===== src/rtl/rice_core_pkg.sv =====
// Shared types and constants for the rice core: ALU operation encoding,
// RV32I opcode/funct7 values and the decoded bundle passed from ID to EX.
package rice_core_pkg;

  localparam int RICE_CORE_XLEN = 32;

  localparam logic [6:0] RICE_CORE_OPCODE_OP     = 7'b0110011;
  localparam logic [6:0] RICE_CORE_OPCODE_OP_IMM = 7'b0010011;
  localparam logic [6:0] RICE_CORE_OPCODE_LUI    = 7'b0110111;
  localparam logic [6:0] RICE_CORE_OPCODE_AUIPC  = 7'b0010111;

  localparam logic [6:0] RICE_CORE_FUNCT7_BASE = 7'b0000000;
  localparam logic [6:0] RICE_CORE_FUNCT7_ALT  = 7'b0100000;

  // ADD must stay at encoding 0 so a cleared bundle reads as "ADD 0 + 0"
  typedef enum logic [2:0] {
    RICE_CORE_ALU_ADD = 3'd0,
    RICE_CORE_ALU_SUB = 3'd1,
    RICE_CORE_ALU_SLL = 3'd2,
    RICE_CORE_ALU_SRL = 3'd3,
    RICE_CORE_ALU_SRA = 3'd4,
    RICE_CORE_ALU_XOR = 3'd5,
    RICE_CORE_ALU_OR  = 3'd6,
    RICE_CORE_ALU_AND = 3'd7
  } rice_core_alu_command;

  // NONE must stay at encoding 0 so a cleared bundle selects operand 0
  typedef enum logic [1:0] {
    RICE_CORE_ALU_SOURCE_NONE = 2'd0,
    RICE_CORE_ALU_SOURCE_RS   = 2'd1,
    RICE_CORE_ALU_SOURCE_IMM  = 2'd2,
    RICE_CORE_ALU_SOURCE_PC   = 2'd3
  } rice_core_alu_source;

  typedef struct packed {
    rice_core_alu_command command;
    rice_core_alu_source  source_1;
    rice_core_alu_source  source_2;
  } rice_core_alu_operation;

  typedef struct packed {
    logic [RICE_CORE_XLEN-1:0] pc;
    rice_core_alu_operation    alu_operation;
    logic [RICE_CORE_XLEN-1:0] imm;
    logic [4:0]                rs1;
    logic [4:0]                rs2;
    logic [4:0]                rd;
    logic                      rd_write;
    logic                      illegal;
  } rice_core_id_bundle;

endpackage


===== src/rtl/rice_core_decoder.sv =====
// Purely combinational RV32I ALU-subset decoder: instruction word and PC in,
// decoded ID bundle out. Unsupported words become a non-writing ADD 0 + 0.
module rice_core_decoder
  import rice_core_pkg::*;
(
  input  logic [31:0]               inst_i,
  input  logic [RICE_CORE_XLEN-1:0] pc_i,
  output rice_core_id_bundle        bundle_o
);

  logic [6:0]                opcode;
  logic [2:0]                funct3;
  logic [6:0]                funct7;
  logic [RICE_CORE_XLEN-1:0] immI;
  logic [RICE_CORE_XLEN-1:0] immU;
  logic                      legal;
  rice_core_alu_operation    operation;
  logic [RICE_CORE_XLEN-1:0] imm;

  assign opcode = inst_i[6:0];
  assign funct3 = inst_i[14:12];
  assign funct7 = inst_i[31:25];
  assign immI   = {{20{inst_i[31]}}, inst_i[31:20]};
  assign immU   = {inst_i[31:12], 12'b0};

  // Classify the instruction and pick ALU command, operand sources and immediate
  always_comb begin
    legal              = 1'b0;
    operation.command  = RICE_CORE_ALU_ADD;
    operation.source_1 = RICE_CORE_ALU_SOURCE_NONE;
    operation.source_2 = RICE_CORE_ALU_SOURCE_NONE;
    imm                = '0;
    case (opcode)
      RICE_CORE_OPCODE_LUI: begin
        legal              = 1'b1;
        operation.source_2 = RICE_CORE_ALU_SOURCE_IMM;
        imm                = immU;
      end
      RICE_CORE_OPCODE_AUIPC: begin
        legal              = 1'b1;
        operation.source_1 = RICE_CORE_ALU_SOURCE_PC;
        operation.source_2 = RICE_CORE_ALU_SOURCE_IMM;
        imm                = immU;
      end
      RICE_CORE_OPCODE_OP_IMM: begin
        operation.source_1 = RICE_CORE_ALU_SOURCE_RS;
        operation.source_2 = RICE_CORE_ALU_SOURCE_IMM;
        imm                = immI;
        case (funct3)
          3'b000: begin legal = 1'b1; operation.command = RICE_CORE_ALU_ADD; end
          3'b100: begin legal = 1'b1; operation.command = RICE_CORE_ALU_XOR; end
          3'b110: begin legal = 1'b1; operation.command = RICE_CORE_ALU_OR;  end
          3'b111: begin legal = 1'b1; operation.command = RICE_CORE_ALU_AND; end
          3'b001: begin
            if (funct7 == RICE_CORE_FUNCT7_BASE) begin
              legal             = 1'b1;
              operation.command = RICE_CORE_ALU_SLL;
            end
          end
          3'b101: begin
            if (funct7 == RICE_CORE_FUNCT7_BASE) begin
              legal             = 1'b1;
              operation.command = RICE_CORE_ALU_SRL;
            end else if (funct7 == RICE_CORE_FUNCT7_ALT) begin
              legal             = 1'b1;
              operation.command = RICE_CORE_ALU_SRA;
            end
          end
          default: ;
        endcase
      end
      RICE_CORE_OPCODE_OP: begin
        operation.source_1 = RICE_CORE_ALU_SOURCE_RS;
        operation.source_2 = RICE_CORE_ALU_SOURCE_RS;
        case ({funct7, funct3})
          {RICE_CORE_FUNCT7_BASE, 3'b000}: begin legal = 1'b1; operation.command = RICE_CORE_ALU_ADD; end
          {RICE_CORE_FUNCT7_BASE, 3'b001}: begin legal = 1'b1; operation.command = RICE_CORE_ALU_SLL; end
          {RICE_CORE_FUNCT7_BASE, 3'b100}: begin legal = 1'b1; operation.command = RICE_CORE_ALU_XOR; end
          {RICE_CORE_FUNCT7_BASE, 3'b101}: begin legal = 1'b1; operation.command = RICE_CORE_ALU_SRL; end
          {RICE_CORE_FUNCT7_BASE, 3'b110}: begin legal = 1'b1; operation.command = RICE_CORE_ALU_OR;  end
          {RICE_CORE_FUNCT7_BASE, 3'b111}: begin legal = 1'b1; operation.command = RICE_CORE_ALU_AND; end
          {RICE_CORE_FUNCT7_ALT,  3'b000}: begin legal = 1'b1; operation.command = RICE_CORE_ALU_SUB; end
          {RICE_CORE_FUNCT7_ALT,  3'b101}: begin legal = 1'b1; operation.command = RICE_CORE_ALU_SRA; end
          default: ;
        endcase
      end
      default: ;
    endcase
  end

  // Assemble the bundle; an illegal word keeps the zeroed ADD/NONE/NONE/imm 0 operation
  always_comb begin
    bundle_o          = '0;
    bundle_o.pc       = pc_i;
    bundle_o.rd       = inst_i[11:7];
    bundle_o.rs1      = ((opcode == RICE_CORE_OPCODE_LUI) || (opcode == RICE_CORE_OPCODE_AUIPC))
                        ? 5'd0 : inst_i[19:15];
    bundle_o.rs2      = (opcode == RICE_CORE_OPCODE_OP) ? inst_i[24:20] : 5'd0;
    bundle_o.illegal  = !legal;
    bundle_o.rd_write = legal && (inst_i[11:7] != 5'd0);
    if (legal) begin
      bundle_o.alu_operation = operation;
      bundle_o.imm           = imm;
    end
  end

endmodule


===== src/rtl/rice_core_id_stage.sv =====
// Instruction-decode stage: decodes fetched words and hands them to execute
// through a main register backed by a skid register, so the fetch-side ready
// comes straight from a flop and no bundle is lost under backpressure.
module rice_core_id_stage
  import rice_core_pkg::*;
#(
  parameter int XLEN = 32
)
(
  input  logic                   i_clk,
  input  logic                   i_rst,
  input  logic                   i_flush,
  input  logic                   i_if_valid,
  output logic                   o_if_ready,
  input  logic [XLEN-1:0]        i_if_pc,
  input  logic [31:0]            i_if_inst,
  output logic                   o_ex_valid,
  input  logic                   i_ex_ready,
  output logic [XLEN-1:0]        o_ex_pc,
  output rice_core_alu_operation o_ex_alu_operation,
  output logic [XLEN-1:0]        o_ex_imm_value,
  output logic [4:0]             o_ex_rs1,
  output logic [4:0]             o_ex_rs2,
  output logic [4:0]             o_ex_rd,
  output logic                   o_ex_rd_write,
  output logic                   o_ex_illegal
);

  rice_core_id_bundle decoded;
  rice_core_id_bundle mainBundle_q, mainBundle_d;
  rice_core_id_bundle skidBundle_q, skidBundle_d;
  logic               mainValid_q, mainValid_d;
  logic               skidValid_q, skidValid_d;
  logic               ifReady_q, ifReady_d;
  logic               accept;
  logic               consume;

  rice_core_decoder u_decoder (
    .inst_i   (i_if_inst),
    .pc_i     (i_if_pc),
    .bundle_o (decoded)
  );

  assign accept  = i_if_valid && ifReady_q;
  assign consume = mainValid_q && i_ex_ready;

  // Buffer steering: skid drains into main first so program order is kept
  always_comb begin
    mainValid_d  = mainValid_q;
    mainBundle_d = mainBundle_q;
    skidValid_d  = skidValid_q;
    skidBundle_d = skidBundle_q;
    if (i_flush) begin
      mainValid_d = 1'b0;
      skidValid_d = 1'b0;
    end else if (consume || !mainValid_q) begin
      if (skidValid_q) begin
        mainValid_d  = 1'b1;
        mainBundle_d = skidBundle_q;
        skidValid_d  = accept;
        if (accept) begin
          skidBundle_d = decoded;
        end
      end else if (accept) begin
        mainValid_d  = 1'b1;
        mainBundle_d = decoded;
      end else begin
        mainValid_d  = 1'b0;
      end
    end else if (accept) begin
      skidValid_d  = 1'b1;
      skidBundle_d = decoded;
    end
    ifReady_d = !skidValid_d;
  end

  // State registers with synchronous reset clearing every entry and payload
  always_ff @(posedge i_clk) begin
    if (i_rst) begin
      mainValid_q  <= 1'b0;
      mainBundle_q <= '0;
      skidValid_q  <= 1'b0;
      skidBundle_q <= '0;
      ifReady_q    <= 1'b1;
    end else begin
      mainValid_q  <= mainValid_d;
      mainBundle_q <= mainBundle_d;
      skidValid_q  <= skidValid_d;
      skidBundle_q <= skidBundle_d;
      ifReady_q    <= ifReady_d;
    end
  end

  assign o_if_ready         = ifReady_q;
  assign o_ex_valid         = mainValid_q;
  assign o_ex_pc            = mainBundle_q.pc;
  assign o_ex_alu_operation = mainBundle_q.alu_operation;
  assign o_ex_imm_value     = mainBundle_q.imm;
  assign o_ex_rs1           = mainBundle_q.rs1;
  assign o_ex_rs2           = mainBundle_q.rs2;
  assign o_ex_rd            = mainBundle_q.rd;
  assign o_ex_rd_write      = mainBundle_q.rd_write;
  assign o_ex_illegal       = mainBundle_q.illegal;

endmodule


===== config.mk =====
export PLATFORM = sky130hd
export DESIGN_NAME = rice_core_id_stage
export DESIGN_NICKNAME = d
export VERILOG_FILES = /design/src/rtl/rice_core_pkg.sv /design/src/rtl/rice_core_decoder.sv /design/src/rtl/rice_core_id_stage.sv
export SDC_FILE = /design/constraint.sdc
export NUM_CORES = 1
export LEC_CHECK = 0
export ABC_CLOCK_PERIOD_IN_PS = 3420
export CORE_MARGIN = 5
export CORE_UTILIZATION = 35
export DETAILED_ROUTE_END_ITERATION = 12
export PLACE_DENSITY = 0.63
export SYNTH_ARGS = -nofsm -noshare
export SYNTH_HDL_FRONTEND = slang
export SYNTH_HIERARCHICAL = 1
export SYNTH_SLANG_ARGS = --single-unit
export TNS_END_PERCENT = 5

===== constraint.sdc =====
create_clock -name i_clk -period 3.42 [get_ports i_clk]
set_input_delay 0.684 -clock i_clk [delete_from_list [all_inputs] [get_ports i_clk]]
set_output_delay 0.684 -clock i_clk [all_outputs]
set_load 0.02 [all_outputs]

**Yosys cells after proc, flatten, opt, wreduce, memory -nomap -nowiden**

Cells that the tools add are included.

- Word-level logic and storage cells: 92
- Register bits: 179
- Output and inout port bits: 90
- ROM bits: 0
- Memory bits (writable): 0
- Latch bits: 0
- Memories kept: 0

- Multiplexer cells: 29
- $lt $le $gt $ge: 0
- Eq/ne operators: 18
- Shift-type cells: 0
- Multiply operators: 0
- Bitwise gates (word level): 1
- Divide/modulo/power cells: 0
- Reduce and logical (&&, ||, !) cells: 21
- Add/subtract/negate cells: 0

Operator list:

| kind | count |
|---|---|
| 2-to-1 mux 88 bit | 5 |
| one-hot mux 32 bit (2 select lines) | 1 |
| equality test 10 x 3 -> 1 bit (second input constant) | 4 |
| 2-to-1 mux 39 bit | 1 |
| equality test 7 x 6 -> 1 bit (second input constant) | 3 |
| one-hot mux 3 bit (7 select lines) | 1 |
| equality test 10 x 9 -> 1 bit (second input constant) | 2 |
| one-hot mux 3 bit (5 select lines) | 1 |
| equality test 7 x 5 -> 1 bit (second input constant) | 2 |
| equality test 3 bit (second input constant) | 4 |
| equality test 10 x 1 -> 1 bit (second input constant) | 1 |
| logical NOT 10 bit | 1 |
| 2-to-1 mux 1 bit | 10 |
| 2-to-1 mux 5 bit | 2 |
| one-hot mux 2 bit (2 select lines) | 2 |
| OR reduction 8 bit | 1 |
| logical NOT 7 bit | 1 |
| 2-to-1 mux 3 bit | 2 |
| one-hot mux 1 bit (3 select lines) | 2 |
| one-hot mux 3 bit (2 select lines) | 1 |
| OR reduction 2 bit | 3 |
| nonzero test 5 bit | 1 |
| OR reduction 4 bit | 1 |
| equality test 3 x 1 -> 1 bit (second input constant) | 1 |
| other kinds (11) | 16 |

**Depth between registers and ports, before layout**

- Depth after elaboration: 9
- Mapped depth: 9

**Hierarchy**

Netlist, hierarchy kept.

Modules (own cells, without submodules):

| module | sequential area each (um^2) | instances | area an instance (um^2) | cells an instance |
|---|---|---|---|---|
| rice_core_id_stage | 3583.4 | 1 | 8599.5 | 896 |
| rice_core_decoder | 0.0 | 1 | 938.4 | 134 |

**Worst setup path after synthesis**

No wires, ideal clock.

- Kind: in2reg
- Start point: input i_if_inst[29]
- End point: register mainBundle_q (netlist bit o_ex_imm_value[22])
- Data required time: 3334 ps
- Arrival time: 2469 ps
- Buffers on the path: 1
- Stages on the path: 8
- Path slack: 865 ps
- Path through: or4_4 > o311a_4 > nor4b_4 > buf_6 > a21o_1 > mux2_2 > nor4_1 > a211oi_1

RTL lines:

| element | line | source |
|---|---|---|
| start: declaration | rice_core_id_stage.sv:16 | `input logic [31:0] i_if_inst,` |
| end signal: assignment | rice_core_id_stage.sv:87 | `mainBundle_q <= mainBundle_d;` |
| end: declaration | rice_core_id_stage.sv:30 | `rice_core_id_bundle mainBundle_q, mainBundle_d;` |

==> out/qor.txt <==
GR Util met1 = 0.237
Worst setup SP type = input pin
Overall routed net length = 26200 um
Asr flop ratio synth = 0
Mapped Area = 9540 um2
Critical Path AT = 3.20 ns
Slew margin rel. = 0.205
Part of the cycle the worst path needs = 0.841
Port Buf Inserts = 158
Die area = 30700 um2
Outcome = finished clean
Sequential area share after synthesis = 0.376
Global route hottest layer = met2
Area after DPL = 11100 um2
Max frequency = 348 MHz
Filler Cells Inserted = 2604
# hold bufs at CTS = 0
Share of layout cells above drive strength 1 = 0.149
Top Ports = 159
Core area = 26900 um2
Net Sw Power = 1.31 mW
P&R area growth vs syn = 23.1%
Diode count = 0
Seq pwr share = 0.444
Routed via count = 7426
Avg WL per Cell = 18.1 um
Max-slew violations = 0
CTS Sinks = 179
Most frequent cells in the layout = nand2b_1, dfxtp_1, clkdlybuf4s50_1
Synth area leader = dfxtp_1
Post-CTS Resized = 0
TritonCTS clock tree = done
EDFF count, synth = 0
DR vias/cell = 5.11
Setup-violating endpoint count in the final report = 0
Gr usage total = 0.169
Crit-path max FO = 21
Top-area cell type share of the netlist area = 0.376
Clk Latency, worst-skew pair = 0.42 ns
CP Class = in -> reg
Final instance area = 11700 um2
Setup TNS = 0 ns
Fin Clk Skew = 0.0115 ns
Number of global-route vias before repair = 7515
Slew @ Worst Pin = 1.19 ns
Mapped Nets = 1099
Final Hold Fails = 0
Sw Ratio = 0.264
Max-cap viol count = 0
Top FF cell, synth = dfxtp_1
Hold WC Path Type = reg -> reg
Distinct cells, synth = 43
Req. time, crit path = 3.75 ns
Unrepaired setup endpoints after global routing = no
Internal = 3.65 mW
Final ANT Viol Nets = 0
Number of DRC markers in iteration 0 = 461
Chip height = 175 um
Syn_area_per_cell = 9.26 um2
Most common library cell in the layout ignoring fill and taps = nand2b_1
HPWL after DPL = 15900 um
Clock tree buffer depth = 2
Synth Instances = 1030
Worst slack at placement = 0.145 ns
Core Rows = 60
Logic pwr share = 0.143
Initial antenna violation count = 0
CTS H-tree lvls = 4
CTS root buf = clkbuf_16
Ranking of synthesized cells by area = dfxtp_1, nand2b_1, mux2_2
Die X = 175 um
Initial Util = 0.355
Clk pwr share = 0.412
Count of warnings emitted by yosys = 6
Met2 track demand over resource = 0.265
First-pass DRT Iterations = 5
Synth Register Bits = 179
Clock transition at path regs = 0.07 ns
Worst VDD drop = 0.217 mV
# Post-CTS Setup Buffers = 0
Gpl congestion = 0.754
Met3 usage = 0.0366
PD cells = 422 nW/um2
Final net count = 1167
DR DRC count = 0
First-pass GRT wire length = 42100 um
Min cycle time layout = 2.88 ns
CP Capture Type = flip-flop
Largest net degree at the start of global routing = 130
CTS buffer count = 17
Leak pwr = 4.06 nW
Gr ovfl total = 0
Final setup margin = 0.544 ns
-- cell usage after synthesis (2+ instances only) --
master	n
o22ai_1	2
dfxtp_1	179
buf_4	41
nand2_1	6
nor3_1	3
mux2i_1	88
a211oi_1	79
mux2_2	88
nand3_1	2
nor2_1	3
nor2b_1	2
buf_6	4
inv_1	91
nor4_1	91
and2_1	25
and3_1	3
buf_2	15
o21ai_0	5
a21oi_1	2
nand2b_1	179
clkbuf_1	73
a211oi_2	10
a21o_1	19
-- through the flow --
step	power, mW	utilization	instances	hold WS [ns]
CTS	5.03	0.437	1452	0.457
global route	5.16	0.437	1452	0.469
global placement	2.96	0.414	1420	0.445
finish	4.96	0.437	1452	0.457
floorplan	2.67	-	1030	0.445
detailed placement	2.96	0.414	1420	0.445
-- power by group through the flow --
stage / Combinational [mW] / Sequential (mW) / Clock, mW
final: 0.710 / 2.20 / 2.04
after global routing: 0.763 / 2.21 / 2.19
after CTS: 0.716 / 2.21 / 2.11
after detailed placement: 0.712 / 2.25 / 0
after global placement: 0.708 / 2.25 / 0
after floorplan: 0.338 / 2.33 / 0
-- registers in the layout (all words and copies together) (netlist names) --
name / cells
o_ex_alu_operation: 7
o_ex_illegal: 1
o_ex_imm_value: 32
o_ex_pc: 32
o_ex_rd: 5
o_ex_rd_write: 1
o_ex_rs1: 5
o_ex_rs2: 5
o_ex_valid: 1
o_if_ready: 1
skidBundle_q: 88
skidValid_q: 1
-- cells by family (layout without fill, tap and decap cells) --
logic type | count (synthesis) | in the layout | share of synthesized area
xor+xnor | 1 | 1 | 0.000918
flops | 179 | 179 | 0.376
compound gates | 131 | 131 | 0.109
mux | 176 | 176 | 0.196
buf+inv | 224 | 305 | 0.109
simple gates | 319 | 319 | 0.209
-- layer usage --
| metal | wire length [um] | vias to the layer above | share of wire |
|---|---|---|---|
| li1 | - | 3667 | - |
| met1 | 12700 | 3587 | 0.48 |
| met2 | 12000 | 151 | 0.46 |
| met3 | 1270 | 21 | 0.048 |
| met4 | 262 | 0 | 0.010 |
| met5 | 0 | - | 0 |
-- critical path, cell delays in order --
cell and delay, ns:
clkdlybuf4s50_1 0.49, or4_4 0.59, o311a_4 0.35, nor4b_4 0.31, buf_12 0.20, a21o_1 0.12, mux2_2 0.14, nor4_1 0.04
a211oi_1 0.27
-- layout make-up --
class                   instances  area, um2  area share
multi-input cells             627       4940       0.421
inverters                      91        342      0.0291
well taps                     341        427      0.0363
flip-flops and latches        179       3590       0.305
repair buffers                182       1840       0.156
clock buffers                  20        467      0.0397
clock inverters                12        144      0.0123
-- worst paths after layout --
| check | start | endpoint | slack [ns] | cells after the start |
|---|---|---|---|---|
| worst max-delay path | i_if_inst[29] | o_ex_imm_value[24] | 0.54 | 9 |
| worst min register to register | o_ex_rd[0] | o_ex_rd[0] | 0.46 | 2 |
| worst max register to register | skidValid_q | skidValid_q | 1.14 | 4 |
| worst min-delay path | o_ex_rd[0] | o_ex_rd[0] | 0.46 | 2 |
No activity file was read; power rests on OpenSTA's default activity.
